<file path="config.mk">
export PLATFORM = sky130hd
export DESIGN_NAME = guess_judge
export DESIGN_NICKNAME = d
export VERILOG_FILES = /design/src/rtl/guess_judge_pkg.sv /design/src/rtl/guess_judge_digit_match.sv /design/src/rtl/guess_judge.sv
export SDC_FILE = /design/constraint.sdc
export NUM_CORES = 1
export LEC_CHECK = 0
export ABC_AREA = 1
export CELL_PAD_IN_SITES_DETAIL_PLACEMENT = 1
export CELL_PAD_IN_SITES_GLOBAL_PLACEMENT = 2
export CORE_ASPECT_RATIO = 1.25
export CORE_MARGIN = 3
export CORE_UTILIZATION = 28
export CTS_CLUSTER_SIZE = 25
export DETAILED_ROUTE_END_ITERATION = 8
export MAX_ROUTING_LAYER = met4
export PLACE_DENSITY = 0.81
export SYNTH_ARGS = -nofsm -noshare
export SYNTH_HDL_FRONTEND = slang
export SYNTH_SLANG_ARGS = --single-unit
</file>
<file path="constraint.sdc">
create_clock -name clk -period 3.2 [get_ports clk]
set_clock_uncertainty 0.1 [all_clocks]
set_input_delay 0.64 -clock clk [delete_from_list [all_inputs] [get_ports clk]]
set_output_delay 0.64 -clock clk [all_outputs]
set_load 0.02 [all_outputs]
</file>
<file path="src/rtl/guess_judge_pkg.sv">
// Shared types and constants for the 1A2B guess judge.
package guess_judge_pkg;

    localparam int DIGIT_W           = 4;
    localparam int NUM_DIGITS        = 4;
    localparam int MAX_TRIES_DEFAULT = 10;

    typedef enum logic [1:0] {
        ST_IDLE  = 2'd0,
        ST_ENTRY = 2'd1,
        ST_SCORE = 2'd2,
        ST_DONE  = 2'd3
    } state_t;

    // True when any two of the four nibbles of a guess are equal.
    function automatic logic has_dup(input logic [NUM_DIGITS*DIGIT_W-1:0] g);
        logic dup;
        dup = 1'b0;
        for (int i = 0; i < NUM_DIGITS; i++) begin
            for (int j = i + 1; j < NUM_DIGITS; j++) begin
                if (g[i*DIGIT_W +: DIGIT_W] == g[j*DIGIT_W +: DIGIT_W]) begin
                    dup = 1'b1;
                end
            end
        end
        return dup;
    endfunction

endpackage

</file>
<file path="src/rtl/guess_judge_digit_match.sv">
// Classifies one guess nibble against the whole secret: same place (A),
// present elsewhere (B), or absent.
module digit_match
    import guess_judge_pkg::*;
(
    input  logic [DIGIT_W-1:0]            gnib,
    input  logic [NUM_DIGITS*DIGIT_W-1:0] secret,
    input  logic [1:0]                    idx,
    output logic                          is_a,
    output logic                          is_b
);

    // Compare against every secret nibble; a positional hit takes precedence over B.
    always_comb begin
        is_a = 1'b0;
        is_b = 1'b0;
        for (int i = 0; i < NUM_DIGITS; i++) begin
            if (secret[i*DIGIT_W +: DIGIT_W] == gnib) begin
                if (2'(i) == idx) begin
                    is_a = 1'b1;
                end else begin
                    is_b = 1'b1;
                end
            end
        end
        if (is_a) begin
            is_b = 1'b0;
        end
    end

endmodule

</file>
<file path="src/rtl/guess_judge.sv">
// 1A2B scoring stage: latches the secret, collects keypad digits, rejects
// guesses with repeated digits and scores accepted guesses one nibble per cycle.
module guess_judge
    import guess_judge_pkg::*;
#(
    parameter int MAX_TRIES = MAX_TRIES_DEFAULT
) (
    input  logic         clk,
    input  logic         rst,
    input  logic [15:0]  nums,
    input  logic         new_game,
    input  logic         digit_valid,
    input  logic [3:0]   digit,
    input  logic         clr_entry,
    input  logic         submit,
    output logic [15:0]  guess,
    output logic [2:0]   entry_cnt,
    output logic [2:0]   a_cnt,
    output logic [2:0]   b_cnt,
    output logic         result_valid,
    output logic         err_dup,
    output logic [3:0]   attempts,
    output logic         win,
    output logic         game_over,
    output logic         busy
);

    localparam logic [3:0] MAX_T = 4'(MAX_TRIES);

    state_t       state;
    logic [15:0]  secret;
    logic [1:0]   idx;
    logic [2:0]   a_acc;
    logic [2:0]   b_acc;

    logic [DIGIT_W-1:0] cur_nib;
    logic               is_a;
    logic               is_b;
    logic [2:0]         a_fin;
    logic [2:0]         b_fin;
    logic [3:0]         attempts_nxt;

    // Nibble under evaluation this SCORE cycle.
    assign cur_nib = guess[{idx, 2'b00} +: DIGIT_W];

    digit_match u_match (
        .gnib   (cur_nib),
        .secret (secret),
        .idx    (idx),
        .is_a   (is_a),
        .is_b   (is_b)
    );

    // Running totals including the nibble scored this cycle, plus the saturated attempt count.
    always_comb begin
        a_fin        = a_acc + {2'b00, is_a};
        b_fin        = b_acc + {2'b00, is_b};
        attempts_nxt = (attempts == 4'hF) ? attempts : attempts + 4'd1;
    end

    assign busy = (state == ST_SCORE);

    // Game controller: entry, duplicate rejection, sequential scoring and win/lose tracking.
    always_ff @(posedge clk) begin
        if (rst) begin
            state        <= ST_IDLE;
            secret       <= '0;
            guess        <= '0;
            entry_cnt    <= '0;
            a_cnt        <= '0;
            b_cnt        <= '0;
            attempts     <= '0;
            idx          <= '0;
            a_acc        <= '0;
            b_acc        <= '0;
            result_valid <= 1'b0;
            err_dup      <= 1'b0;
            win          <= 1'b0;
            game_over    <= 1'b0;
        end else begin
            result_valid <= 1'b0;
            err_dup      <= 1'b0;
            if (new_game) begin
                // A fresh game discards any partial entry or scoring in flight.
                secret    <= nums;
                guess     <= '0;
                entry_cnt <= '0;
                a_cnt     <= '0;
                b_cnt     <= '0;
                attempts  <= '0;
                win       <= 1'b0;
                game_over <= 1'b0;
                idx       <= '0;
                a_acc     <= '0;
                b_acc     <= '0;
                state     <= ST_ENTRY;
            end else begin
                case (state)
                    ST_IDLE: begin
                    end
                    ST_ENTRY: begin
                        if (clr_entry) begin
                            guess     <= '0;
                            entry_cnt <= '0;
                        end else if (digit_valid) begin
                            // A digit strobe masks a coincident submit even if the digit is dropped.
                            if (digit <= 4'd9 && entry_cnt < 3'd4) begin
                                guess     <= {guess[11:0], digit};
                                entry_cnt <= entry_cnt + 3'd1;
                            end
                        end else if (submit && entry_cnt == 3'd4) begin
                            if (has_dup(guess)) begin
                                err_dup   <= 1'b1;
                                guess     <= '0;
                                entry_cnt <= '0;
                            end else begin
                                idx   <= '0;
                                a_acc <= '0;
                                b_acc <= '0;
                                state <= ST_SCORE;
                            end
                        end
                    end
                    ST_SCORE: begin
                        a_acc <= a_fin;
                        b_acc <= b_fin;
                        if (idx == 2'd3) begin
                            a_cnt        <= a_fin;
                            b_cnt        <= b_fin;
                            result_valid <= 1'b1;
                            attempts     <= attempts_nxt;
                            if (a_fin == 3'd4) begin
                                win   <= 1'b1;
                                state <= ST_DONE;
                            end else if (attempts_nxt >= MAX_T) begin
                                game_over <= 1'b1;
                                state     <= ST_DONE;
                            end else begin
                                guess     <= '0;
                                entry_cnt <= '0;
                                state     <= ST_ENTRY;
                            end
                        end else begin
                            idx <= idx + 2'd1;
                        end
                    end
                    ST_DONE: begin
                    end
                    default: state <= ST_IDLE;
                endcase
            end
        end
    end

endmodule

</file>
## Word-level counts from Yosys, hierarchy flattened

Index checks and enable logic that the tools add are counted.
W data, S select, Z words.

| storage, ports and cells | value |
|---|---|
| word-level logic and storage cells | 150 |
| flip-flop bits (word level) | 59 |
| memories | 0 |
| bits in writable memories | 0 |
| input bits | 26 |
| bits in latches | 0 |
| output and inout bits | 34 |
| bits in read-only memories | 0 |

| operators by class | value |
|---|---|
| div/mod/pow operators | 0 |
| order comparisons | 3 |
| bitwise operators | 4 |
| reduce and logical (&&, ||, !) cells | 16 |
| multipliers | 0 |
| muxes and demuxes | 71 |
| equal/unequal tests | 35 |
| add/subtract/negate cells | 5 |
| shifts and indexed selects | 1 |

Operators by type and width:

| kind | number |
|---|---|
| $mux W16 | 8 |
| $eq A4 B4 Y1 | 10 |
| $mux W3 | 12 |
| $mux W1 | 32 |
| $pmux W16 S2 | 1 |
| $mux W2 | 12 |
| $pmux W3 S2 | 3 |
| $reduce_and A6 Y1 | 3 |
| $shiftx A16 B5 Y4 | 1 |
| $ne A2 B2 Y1 const B | 7 |
| $ne A3 B3 Y1 const B | 4 |
| $ne A4 B4 Y1 const B | 3 |
| $pmux W2 S2 | 2 |
| $reduce_and A7 Y1 | 1 |
| $add A3 B1 Y3 | 2 |
| $eq A3 B3 Y1 const B | 2 |
| $reduce_or A6 Y1 | 1 |
| $reduce_and A5 Y1 | 1 |
| $add A4 B1 Y4 const B | 1 |
| $eq A2 B2 Y1 const A | 2 |
| $eq A2 B2 Y1 const B | 2 |
| $eq A4 B4 Y1 const B | 1 |
| $ge A4 B4 Y1 const B | 1 |
| $le A4 B4 Y1 const B | 1 |
| 18 further kinds | 22 |

## Logic depth before layout (Yosys ltp)

| logic depth | value |
|---|---|
| depth in word-level cells | 19 |
| depth in mapped cells | 21 |
| gate-level depth less buffers | 18 |

## Hierarchy

A second synthesis with hierarchy kept.

| unflattened totals | value |
|---|---|
| cells, all modules | 565 |
| area total of the unflattened synthesis | 3627.2 um2 |

Modules (own cells, without submodules):

| module | instances | area an instance (um2) | cells an instance | seq. area each (um2) |
|---|---|---|---|---|
| guess_judge | 1 | 3218.1 | 466 | 1181.1 |
| digit_match | 1 | 409.1 | 99 | 0.0 |

## Worst setup path after synthesis

No wires, ideal clock.

| path | value |
|---|---|
| path kind | reg2reg |
| start point | register idx[0] |
| end point | register guess[0] |
| clock period less this slack | 2.956 ns |
| library setup time | 0.128 ns |
| stages on the path, launching flop included | 21 |
| path slack | 0.244 ns |
| required time | 2.972 ns |
| path buffers | 3 |
| arrival | 2.728 ns |
| path through | dfxtp_1 -> buf_4 -> inv_2 -> buf_4 -> nand2_1 -> nand3_1 -> nand2_1 -> xnor2_1 -> nor2_1 -> nand3_1 -> nand4_1 -> ha_1 -> ha_1 -> or2_2 -> nand4_1 -> nand2_2 -> a21oi_4 -> buf_2 -> nand3_1 -> nand2_1 -> nor2_1 |

| on the way | value |
|---|---|
| word-level cells in the longest chain between the ends | 13 |
| elaborated cells between the ends (all ways) | 23 |
| those cells by class | add/sub: 1; eq/ne: 11; shift: 1; mux: 8; reduce/logical: 2 |

Ends and longest elaborated chain:

| item | RTL line | source |
|---|---|---|
| from (decl) | guess_judge.sv:32 | `logic [1:0] idx;` |
| from (signal assigned) | guess_judge.sv:144 | `idx <= idx + 2'd1;` |
| $shiftx A16 B5 Y4 / $logic_not A2 Y1 (equally long branches) | guess_judge.sv:44, guess_judge_digit_match.sv:19 |  |
| $eq A4 B4 Y1 / $mux W1 (equally long branches) | guess_judge_digit_match.sv:18, guess_judge_digit_match.sv:19 |  |
| $mux W1 | guess_judge_digit_match.sv:18 | `if (secret[i*DIGIT_W +: DIGIT_W] == gnib) begin` |
| $mux W1 | guess_judge_digit_match.sv:19 | `if (2'(i) == idx) begin` |
| $mux W1 | guess_judge_digit_match.sv:18 |  |
| $mux W1 | guess_judge_digit_match.sv:19 |  |
| $mux W1 | guess_judge_digit_match.sv:18 |  |
| $mux W1 | guess_judge_digit_match.sv:19 |  |
| $mux W1 | guess_judge_digit_match.sv:18 |  |
| $add A3 B1 Y3 | guess_judge.sv:56 | `a_fin = a_acc + {2'b00, is_a};` |
| $eq A3 B3 Y1 | guess_judge.sv:132 | `if (a_fin == 3'd4) begin` |
| $ne A2 B2 Y1 (no line) | -- |  |
| $reduce_and A7 Y1 (no line) * | -- |  |
| to (signal assigned) | guess_judge.sv:108 | `guess <= {guess[11:0], digit};` |
| to (decl) | guess_judge.sv:16 | `output logic [15:0] guess,` |

Every way passes the cells marked *; elsewhere a longest branch is shown, timed or not.
A chain may end at the register's enable or synchronous reset.

## Worst setup path in the final report

| path | value |
|---|---|
| start point | register idx[0] |
| end point | register guess[15] |

Same word-level chain as after synthesis.

==> results.txt <==
----------------------------------------------------
[Timing]
  Fin worst setup slack ... 0.226 ns
  Worst hold slack ... 0.371 ns
  Endpoints failing hold ... 0
  Final critical delay including setup and external delays ... 2.97 ns
  Share of the clock period used by the worst path ... 0.929
  Number of setup violations in the final report ... 0
  Actual slew at the worst max-slew pin ... 0.610 ns
  Slew Viols, Final ... 0
  Aggregate negative setup slack ... 0 ns
  Highest attainable clock frequency ... 336 MHz
  Max transition margin ... 0.593

[Place]
  GPL Wtd Cong ... 0.814
  Post-detail-place hpwl ... 8.68 mm
  Pre-CTS setup slack ... 0.0220 ns
  Quantity of I/O buffers inserted on ports ... 59

[Pwr]
  Share of total power consumed by net switching ... 0.300
  Internal power of the cells ... 0.00148 W
  Combinational cell fraction of total power ... 0.235
  Switch Pwr ... 0.000633 W
  Portion of total power attributed to sequential cells ... 0.378
  Maximum resistive drop on vdd ... 173 µV
  Proportion of power drawn by the clock network ... 0.387
  Static leakage ... 2.11 nW
  Power density normalized to cell area ... 446 nW/µm²

[CTS]
  Clk Tree Root Cell ... sky130_fd_sc_hd__clkbuf_16
  Number of levels the H-tree was split into ... 3
  Insertion delay to the later sink of the worst-skew pair ... 0.33 ns
  Clock buffer depth ... 2
  Clock tree from TritonCTS ... done
  CTS sink count ... 59
  Hold-fix buffers at CTS ... 0
  Number of clock buffers inserted by TritonCTS ... 9
  Register clock-pin slew on the reported worst setup and hold paths ... 0.05 ns

[Cells and area]
  P&R area growth vs syn ... 38.1%
  Fraction of layout instances using a drive strength above 1 ... 0.120
  Count of inserted antenna diode cells ... 0
  Net total in the final layout ... 666

[Worst setup path]
  Most repeated library cell on the critical path ... sky130_fd_sc_hd__nand3_1
  Family of cells with the greatest summed delay on the critical path ... simple AND/OR/NAND/NOR gates
  Library cell contributing the largest single delay on the critical path ... sky130_fd_sc_hd__dfxtp_4
  Internal reg-to-reg setup slack ... 0.23 ns
  CP cell instances ... buf_6, nand2_1, nand3_1, nand2_4, xnor2_1, nor2_1, nand3_1, nand4_1, ha_2, ha_1, or2_4, nand4_1, nand2_2, a21oi_4, buf_6, nand3_1, nand2_1, nor2_1
  Startpoint class of the critical path ... flip-flop
  Crit path buffers/inverters ... 2
  Crit Path Class ... flip-flop to flip-flop
  WP data arrival ... 3.07 ns
  Maximum fanout encountered on the critical timing path ... 8
  Biggest cell delay along the critical path ... 0.39 ns
  Required time worst endpoint ... 3.29 ns
  Worst setup EP type ... flip-flop

[Synth]
  Number of flip-flops and latches in the synthesized netlist ... 59
  Share of the synthesized area in the top cell type ... 0.344
  Part of the Yosys area used for sequential elements ... 0.344
  Leading post-synthesis cells by cell area ... sky130_fd_sc_hd__dfxtp_1 (34%), sky130_fd_sc_hd__nand2_1 (23%), sky130_fd_sc_hd__nor2_1 (8.6%)
  Synthesized net count ... 588
  Avg Inst Size Synth ... 6.26 µm²
  Top cell type by total area after synthesis ... sky130_fd_sc_hd__dfxtp_1
  Synthesized area ... 3430 µm²
  Count of warnings emitted by yosys ... 0
  Distinct cells, synth ... 28
  Cells after synthesis ... 548

[Floorplan]
  Effective utilization at floorplan ... 0.291
  Total core area ... 11,800 µm²
  I/O pin total ... 60
  Y dimension of the die ... 130 µm
  Die area ... 13,600 µm²
  Number of standard-cell rows in the floorplan ... 44
  Die X-Extent ... 105 µm

[Outcome]
  Outcome ... finished clean

[Global routing]
  Largest net degree at the start of global routing ... 27
  Number of antenna violations at the first check in global routing ... 0
  Number of global-route vias before repair ... 3,806
  Overall routing resource usage ... 0.181
  Global-route wire length before repair ... 18.9 mm
  Global-route congestion overflow total ... 0

[Drt]
  Count of antenna-violating nets left after detailed routing ... 0
  Pre-antenna DRT Iters ... 4
  Average via count per standard cell ... 4.67
  Routed len/inst ... 14.7 µm
  Aggregate routed wire length ... 11.6 mm
  Violation count after the first detailed-routing iteration ... 103
  Via count ... 3,683
  Number of remaining DRC errors ... 0

[Min path]
  Worst Hold Class ... flip-flop to flip-flop

[Run]
  Number of max-capacitance violations reported ... 0

----------------------------------------------------
## worst reg2reg max path, delay by kind of cell (launching register included)
family          cells  cell delay (ns)
buf+inv             2             0.32
fa+ha+maj           2             0.40
flops               1             0.39
simple gates       12             1.22
compound gates      1             0.26
xor+xnor            1             0.16
## sequential cells by signal, indices dropped and copies added (netlist names), 2 cells and up
signal     cells
secret        16
state          2
b_acc          3
attempts       4
entry_cnt      3
a_cnt          3
idx            2
b_cnt          3
a_acc          3
guess         16
## cells by family (layout without fill, tap and decap cells)
group	Yosys count	after routing	share of synthesized area
buf+inv	67	146	0.0809
fa+ha+maj	14	14	0.0510
xor+xnor	18	18	0.0459
flops	59	59	0.344
simple gates	338	338	0.394
compound gates	52	52	0.0835
## worst paths after layout
path	start	endpoint	depth (start not counted)
worst max register to register	idx[0]	guess[15]	18
worst min register to register	game_over	game_over	2
worst max-delay path	idx[0]	guess[15]	18
worst min-delay path	game_over	game_over	2
## cell usage in the layout (no fill, tap or decap), types with 2 or more instances in the layout
master	synthesis	final
sky130_fd_sc_hd__xor2_1	2	2
sky130_fd_sc_hd__buf_6	2	2
sky130_fd_sc_hd__o21ai_0	13	13
sky130_fd_sc_hd__ha_1	14	13
sky130_fd_sc_hd__dfxtp_2	0	5
sky130_fd_sc_hd__xnor2_2	0	11
sky130_fd_sc_hd__clkbuf_16	0	9
sky130_fd_sc_hd__o211ai_1	2	2
sky130_fd_sc_hd__nand3_2	1	6
sky130_fd_sc_hd__nor2_1	79	77
sky130_fd_sc_hd__nand4_1	9	9
sky130_fd_sc_hd__xnor2_1	16	5
sky130_fd_sc_hd__inv_2	4	4
sky130_fd_sc_hd__nand2_1	214	210
sky130_fd_sc_hd__clkdlybuf4s50_1	0	59
sky130_fd_sc_hd__dfxtp_1	59	53
sky130_fd_sc_hd__buf_4	2	23
sky130_fd_sc_hd__nand3_1	30	25
sky130_fd_sc_hd__inv_1	45	44
sky130_fd_sc_hd__o21ai_1	4	4
sky130_fd_sc_hd__nor2_2	0	2
sky130_fd_sc_hd__nand2_4	1	4
sky130_fd_sc_hd__a21oi_1	30	30
sky130_fd_sc_hd__clkbuf_1	10	2
## through the flow
stage               area, µm²  power, W  cells   util
finish                   4740   0.00211    788  0.402
global route             4740   0.00223    788  0.402
CTS                      4540   0.00210    785  0.385
detailed placement       4300   0.00127    773  0.365
global placement         4300   0.00126    773  0.365
floorplan                3430   0.00110    548      -
## per-layer routing
metal / GRT usage / vias to the layer above / routed length [µm]
met3: 0.0366 / 20 / 365
li1: - / 1861 / -
met2: 0.323 / 72 / 5960
met4: 0.0734 / 0 / 295
met5: - / - / 0
met1: 0.197 / 1730 / 4940
## repair_timing
action / CTS / global route
pin swaps: 0 / 12
resized for setup: 1 / 40
buffers inserted: 0 / 3
gates cloned: 0 / 0
setup endpoints to repair: 8 / 19
## synth_stat cells
library cell                 n
sky130_fd_sc_hd__nand2_2     1
sky130_fd_sc_hd__nor2_1     79
sky130_fd_sc_hd__buf_6       2
sky130_fd_sc_hd__nand2_4     1
sky130_fd_sc_hd__o21ai_1     4
sky130_fd_sc_hd__xnor2_1    16
sky130_fd_sc_hd__inv_2       4
sky130_fd_sc_hd__nand3b_1    1
sky130_fd_sc_hd__clkinv_1    1
sky130_fd_sc_hd__xor2_1      2
sky130_fd_sc_hd__nand2_1   214
sky130_fd_sc_hd__o31ai_2     1
sky130_fd_sc_hd__nor4_1      1
sky130_fd_sc_hd__inv_1      45
sky130_fd_sc_hd__buf_4       2
sky130_fd_sc_hd__o21bai_1    1
sky130_fd_sc_hd__nand3_2     1
sky130_fd_sc_hd__a21oi_4     1
sky130_fd_sc_hd__nand4_1     9
sky130_fd_sc_hd__buf_2       3
sky130_fd_sc_hd__clkbuf_1   10
sky130_fd_sc_hd__a21oi_1    30
sky130_fd_sc_hd__nand3_1    30
sky130_fd_sc_hd__o211ai_1    2
sky130_fd_sc_hd__ha_1       14
sky130_fd_sc_hd__o21ai_0    13
sky130_fd_sc_hd__or2_2       1
sky130_fd_sc_hd__dfxtp_1    59
## cell type report
| cell class | instances | area [µm²] |
|---|---|---|
| clock buffers | 11 | 233 |
| inverters | 50 | 193 |
| repair buffers | 84 | 786 |
| fillers | 1545 | 7040 |
| clock inverters | 1 | 5.00 |
| well taps | 161 | 201 |
| multi-input cells | 422 | 2130 |
| flip-flops and latches | 59 | 1190 |
## power groups by stage
stage               logic, W  clock network [W]  registers [W]
CTS                 0.000465           0.000839       0.000795
global route        0.000563           0.000867       0.000802
floorplan           0.000283                  0       0.000820
finish              0.000497           0.000817       0.000799
detailed placement  0.000461                  0       0.000809
global placement    0.000451                  0       0.000809
Power figures use the tool's default switching activity.
